### src/rtl/usb_desc_streamer.sv
// usb_desc_streamer
//
// Streams a descriptor out of the descriptor ROM for the IN data stage of a
// control transfer. The transfer length is clamped to the host's wLength and
// sent in MPS-byte packets. A packet is resent on NAK, and a trailing
// zero-length packet is added when the transfer ends on a packet boundary short
// of wLength (or is empty).
//
// Ports:
//   clk, rst_n            clock, asynchronous active-low reset
//   req_valid/req_ready   request handshake (ready only while idle)
//   req_addr              descriptor start address in ROM
//   req_desc_len          descriptor length
//   req_wlength           host wLength
//   descrom_raddr_o       ROM read address (base + current offset, wraps)
//   descrom_rdata_i       ROM data, combinational from descrom_raddr_o
//   tx_valid/tx_ready     byte/ZLP handshake towards the packet transmitter
//   tx_data               payload byte (0 when not sending payload)
//   tx_last               final byte of the packet, or ZLP marker
//   tx_zlp                current beat is a zero-length packet
//   pkt_ack, pkt_nak      host response to the last packet (pulses)
//   abort                 new SETUP / bus reset, cancels the transfer
//   busy                  transfer in progress
//   done                  1-cycle pulse after the final packet is ACKed
module usb_desc_streamer #(
    parameter int unsigned ADDR_W = 16,
    parameter int unsigned LEN_W  = 16,
    parameter int unsigned MPS    = 64
) (
    input  logic              clk,
    input  logic              rst_n,
    input  logic              req_valid,
    output logic              req_ready,
    input  logic [ADDR_W-1:0] req_addr,
    input  logic [LEN_W-1:0]  req_desc_len,
    input  logic [LEN_W-1:0]  req_wlength,
    output logic [ADDR_W-1:0] descrom_raddr_o,
    input  logic [7:0]        descrom_rdata_i,
    output logic              tx_valid,
    input  logic              tx_ready,
    output logic [7:0]        tx_data,
    output logic              tx_last,
    output logic              tx_zlp,
    input  logic              pkt_ack,
    input  logic              pkt_nak,
    input  logic              abort,
    output logic              busy,
    output logic              done
);

    localparam int unsigned PW = $clog2(MPS);

    localparam logic [1:0] StIdle    = 2'd0;
    localparam logic [1:0] StSend    = 2'd1;
    localparam logic [1:0] StZlp     = 2'd2;
    localparam logic [1:0] StWaitAck = 2'd3;

    logic [1:0]        state_q, state_d;
    logic [ADDR_W-1:0] base_q, base_d;
    logic [LEN_W-1:0]  total_q, total_d;
    logic              zlp_need_q, zlp_need_d;
    logic [LEN_W-1:0]  offset_q, offset_d;   // bytes confirmed by ACK
    logic [LEN_W-1:0]  cur_q, cur_d;         // byte offset being sent
    logic [PW-1:0]     pcnt_q, pcnt_d;       // bytes already sent in this packet
    logic              last_zlp_q, last_zlp_d;
    logic              done_q, done_d;

    logic [LEN_W-1:0]  req_total;
    logic              req_zlp_need;
    logic              send_last;

    assign req_total    = (req_desc_len < req_wlength) ? req_desc_len : req_wlength;
    // A short transfer ending exactly on a packet boundary needs a ZLP so the
    // host sees the end of the data stage.
    assign req_zlp_need = (req_total == '0) ||
                          ((req_total < req_wlength) && (req_total[PW-1:0] == '0));

    assign send_last = (pcnt_q == PW'(MPS - 1)) || (cur_q == total_q - LEN_W'(1));

    always_comb begin
        state_d    = state_q;
        base_d     = base_q;
        total_d    = total_q;
        zlp_need_d = zlp_need_q;
        offset_d   = offset_q;
        cur_d      = cur_q;
        pcnt_d     = pcnt_q;
        last_zlp_d = last_zlp_q;
        done_d     = 1'b0;

        if (abort) begin
            state_d    = StIdle;
            base_d     = '0;
            total_d    = '0;
            zlp_need_d = 1'b0;
            offset_d   = '0;
            cur_d      = '0;
            pcnt_d     = '0;
            last_zlp_d = 1'b0;
        end else begin
            unique case (state_q)
                StIdle: begin
                    if (req_valid) begin
                        base_d     = req_addr;
                        total_d    = req_total;
                        zlp_need_d = req_zlp_need;
                        offset_d   = '0;
                        cur_d      = '0;
                        pcnt_d     = '0;
                        last_zlp_d = 1'b0;
                        state_d    = (req_total != '0) ? StSend : StZlp;
                    end
                end
                StSend: begin
                    if (tx_ready) begin
                        cur_d = cur_q + LEN_W'(1);
                        if (send_last) begin
                            pcnt_d     = '0;
                            last_zlp_d = 1'b0;
                            state_d    = StWaitAck;
                        end else begin
                            pcnt_d = pcnt_q + PW'(1);
                        end
                    end
                end
                StZlp: begin
                    if (tx_ready) begin
                        last_zlp_d = 1'b1;
                        state_d    = StWaitAck;
                    end
                end
                StWaitAck: begin
                    // NAK wins over a simultaneous ACK: rewind to the last
                    // acknowledged offset and resend the same packet.
                    if (pkt_nak) begin
                        cur_d   = offset_q;
                        pcnt_d  = '0;
                        state_d = last_zlp_q ? StZlp : StSend;
                    end else if (pkt_ack) begin
                        offset_d = cur_q;
                        if (cur_q < total_q) begin
                            state_d = StSend;
                        end else if (zlp_need_q && !last_zlp_q) begin
                            state_d = StZlp;
                        end else begin
                            done_d  = 1'b1;
                            state_d = StIdle;
                        end
                    end
                end
                default: state_d = StIdle;
            endcase
        end
    end

    always_ff @(posedge clk or negedge rst_n) begin
        if (!rst_n) begin
            state_q    <= StIdle;
            base_q     <= '0;
            total_q    <= '0;
            zlp_need_q <= 1'b0;
            offset_q   <= '0;
            cur_q      <= '0;
            pcnt_q     <= '0;
            last_zlp_q <= 1'b0;
            done_q     <= 1'b0;
        end else begin
            state_q    <= state_d;
            base_q     <= base_d;
            total_q    <= total_d;
            zlp_need_q <= zlp_need_d;
            offset_q   <= offset_d;
            cur_q      <= cur_d;
            pcnt_q     <= pcnt_d;
            last_zlp_q <= last_zlp_d;
            done_q     <= done_d;
        end
    end

    always_comb begin
        req_ready = (state_q == StIdle);
        busy      = (state_q != StIdle);
        done      = done_q;
        tx_valid  = (state_q == StSend) || (state_q == StZlp);
        tx_zlp    = (state_q == StZlp);
        tx_last   = 1'b0;
        tx_data   = 8'h00;
        if (state_q == StSend) begin
            tx_last = send_last;
            tx_data = descrom_rdata_i;
        end else if (state_q == StZlp) begin
            tx_last = 1'b1;
        end
    end

    // Address wraps silently at the top of the ROM.
    assign descrom_raddr_o = base_q + ADDR_W'(cur_q);

endmodule

### config.mk
export PLATFORM = sky130hd
export DESIGN_NAME = usb_desc_streamer
export DESIGN_NICKNAME = d
export VERILOG_FILES = /design/src/rtl/usb_desc_streamer.sv
export SDC_FILE = /design/constraint.sdc
export NUM_CORES = 1
export LEC_CHECK = 0
export CORE_MARGIN = 1
export CORE_UTILIZATION = 50
export DETAILED_ROUTE_END_ITERATION = 8
export DONT_BUFFER_PORTS = 1
export PLACE_DENSITY_LB_ADDON = 0.12
export SLEW_MARGIN = 20
export SYNTH_ARGS = -nofsm -noshare
export SYNTH_HDL_FRONTEND = slang
export SYNTH_SLANG_ARGS = --single-unit
### constraint.sdc
create_clock -name clk -period 3.3 [get_ports clk]
set_input_delay 0.495 -clock clk [delete_from_list [all_inputs] [get_ports clk]]
set_output_delay 0.495 -clock clk [all_outputs]
set_load 0.01 [all_outputs]
==> flow_summary.toml <==
[outcome]
status = "complete, but fails checks"
violations = "negative setup slack"

[route]
wl_per_cell_um = 17.68
routed_wl_mm = 17.61
drtPass1Iterations = 5
drt_iter0_drc = 323
viasPerCell = 5.877
vias = 5853
ant_nets = 0
drc_errors = 0

[sta]
fmax_ghz = 0.2681
whs_ns = 0.03527
setup_ws_ns = -0.4297
grt_setup_unrepaired = "yes"
finalSetupViolCount = 1
slew_viol_final = 0
layout_min_cycle_time_ns = 3.730
finalHoldViolCount = 0
fin_skew_ns = 0.005349
max_slew_margin_pct = 48.09
period_share_pct = 113.0
worst_pin_slew_ns = 0.7787

[critical_path]
reg2reg_depth = 11
path_class = "input pin to flop"
cp_slowest_cell = "a2111oi_4"
r2r-start = "total_q[0]"
timing.rr.end = "state_q[0]"
start_kind = "input pin"
crit_top_cell = "a2111oi_4"
r2r_slack_ns = 0.19
worstPathMaxFanout = 16
critPathCaptureType = "flop"
startpoint = "req_wlength[1]"
crit_required_ns = 3.53
arrival_ns = 3.96
max_stage_delay_ns = 0.35
crit_chain = "inv_2 -> ha_4 -> a2111oi_4 -> buf_4 -> and4b_1 -> a2111oi_4 -> a32oi_2 -> buf_12 -> mux2_2 -> ha_1 -> nand4_1 -> or2_4 -> a2111oi_4 -> a21oi_1 -> o21ai_1 -> a21oi_2 -> a311oi_1 -> o31ai_1"

[floorplanning]
core_area_um2 = 12110
io_pins = 93
dieArea_um2 = 12930
fp.dieH_um = 113.7
row_count = 40
initial_core_util_pct = 51.51
die_w_um = 113.7

[global_route]
met2_usage_pct = 48.50
grt_busiest_layer = "met2"
grt_first_pass_wirelength_mm = 29.02
overflow = 0
grt_pass1_vias = 5944
grt_use_total_pct = 28.52
grt.met3_usage_pct = 6.908
antenna_found_initial = 0
gr-usage-met1_pct = 33.93
grt_max_degree = 76

[power]
power_density_nw_per_um2 = 569.4
p_leak_uw = 0.003261
ir_drop_v = 0.0006045
power_uw = 4238

[logic_synthesis]
synth-seq-cells = 75
synth-main-ff-cell = "dfrtp_1"
syn_avg_cell_area_um2 = 8.091
syn_nets = 903
yosys_warnings = 0
synth_seq_area_share_pct = 30.08
synth-edff-count = 0
synth_cell_types = 66
synth_area_um2 = 6238
async_reset_ff_share_pct = 100.0
synthCells = 771

[clock_network]
htree_num_levels = 3
numCtsBuffers = 9
clockBufferDepth = 2
cts_root_buffer = "clkbuf_16"
clk_latency_ns = 0.35
cts_tree = "yes"
clkTransAtPathRegs_ns = 0.06
cts.sinks = 75

[layout]
drive_above_1_share_pct = 17.27
fin_nets = 955
area_delta_synth_final_pct = 19.31
fillers = 1120
multi_input_area_um2 = 4265
ff_latch_area_um2 = 1878
diodes = 0

[run]
cap_violations = 0

[placed_design]
gp_congestion = 0.8633
dp_hpwl_mm = 13.07
place.port_buffers = 0

[hold_path]
hold_path.class = "input pin to asynchronous set/reset pin"
## per-layer routing
| layer | vias to the layer above | wire (um) |
|---|---|---|
| met5 | - | 0 |
| met4 | 0 | 681 |
| met3 | 35 | 1087 |
| met2 | 191 | 8414 |
| met1 | 2757 | 7423 |
| li1 | 2870 | - |
## logic make-up after synthesis
kind of cell | count (synthesis) | synth area share, %
simple gates | 277 | 21.44
compound gates | 220 | 22.06
buf+inv | 83 | 5.054
flops | 75 | 30.08
fa+ha+maj | 69 | 13.96
xor+xnor | 29 | 4.192
mux | 18 | 3.209
## what timing repair did
| action | CTS | global route |
|---|---|---|
| hold buffers | 1 | 0 |
| cloned | 0 | 0 |
| pin swaps | 15 | 13 |
| hold endpoints to repair | 75 | 0 |
| gates resized for setup | 21 | 8 |
| endpoints found under the setup margin | 6 | 7 |
| buffers inserted | 6 | 6 |
## worst max-delay path by stage
stage	to	slack [ns]	cells past startpoint
after floorplan	zlp_need_q	-0.64	17
after global placement	zlp_need_q	-1.04	18
after detailed placement	zlp_need_q	-1.12	18
after CTS	zlp_need_q	-0.46	18
after global routing	zlp_need_q	-0.62	18
final	zlp_need_q	-0.43	18
## cell usage in the layout (no fill, tap or decap), drive strengths merged, types with 10 or more instances in the layout
master  Yosys  layout
a211oi     10      10
a21oi      65      65
buf         4      75
clkbuf     30      11
dfrtp      75      75
ha         68      68
inv        49      49
mux2       16      16
nand2     107     107
nand2b     10      10
nand3      23      23
nand4      12      12
nor2       53      53
nor3       23      23
nor4       11      11
o21a       10      10
o21ai      75      75
xnor2      23      23
## synthesized netlist by cell type (8+ instances only)
cell,count,area (um^2)
nand3_1,23,115.1
nand2b_1,10,62.56
a21oi_1,65,325.3
o21ai_0,75,375.4
a211oi_1,10,75.07
and2_1,8,50.05
inv_1,49,183.9
mux2_2,16,180.2
dfrtp_1,75,1877
nor4_1,11,68.82
clkbuf_1,30,112.6
o21a_1,10,75.07
nor3_1,20,100.1
xnor2_1,22,192.7
a21o_1,8,60.06
o31ai_1,8,60.06
ha_1,68,850.8
nor2_1,52,195.2
nand2_1,106,397.9
nand4_1,12,75.07
## critical path: cells and delay by family
| kind | cells | cell delay (ns) |
|---|---|---|
| and+or+nand+nor | 3 | 0.59 |
| AOI/OAI and AO/OA | 9 | 1.66 |
| adders and majority gates | 2 | 0.50 |
| buffers and inverters | 3 | 0.40 |
| muxes | 1 | 0.29 |
## sequential cells by signal (all words and copies together) (netlist names)
register / flops
base_q: 16
cur_q: 16
offset_q: 16
total_q: 16
pcnt_q: 6
state_q: 2
done: 1
last_zlp_q: 1
zlp_need_q: 1
## through the flow
step / instance area [um^2] / worst slack, ns / util [%] / std cells / TNS (ns)
after floorplan: 6296 / -0.6441 / - / 771 / -0.6441
after global placement: 6858 / -1.044 / 56.62 / 967 / -1.217
after detailed placement: 6858 / -1.117 / 56.62 / 967 / -1.358
after CTS: 7343 / -0.4648 / 60.63 / 990 / -0.5706
after global routing: 7443 / -0.6224 / 61.46 / 996 / -0.6806
final: 7443 / -0.4297 / 61.46 / 996 / -0.4297
## cell type report
class / instances / share of cell area, %
multi-input combinational: 613 / 57.30
clock buffer: 11 / 3.127
sequential: 75 / 25.23
tap: 168 / 2.824
timing repair buffer: 75 / 8.001
clock inverter: 5 / 1.042
inverter: 49 / 2.471
## where the power goes
| part | leakage, uW | internal (uW) | switching (uW) |
|---|---|---|---|
| combinational | 0.00211 | 786 | 1200 |
| sequential | 0.000998 | 1050 | 159 |
| clock | 0.000150 | 660 | 388 |
| total | 0.00326 | 2490 | 1740 |
No activity file was read; power rests on OpenSTA's default activity.
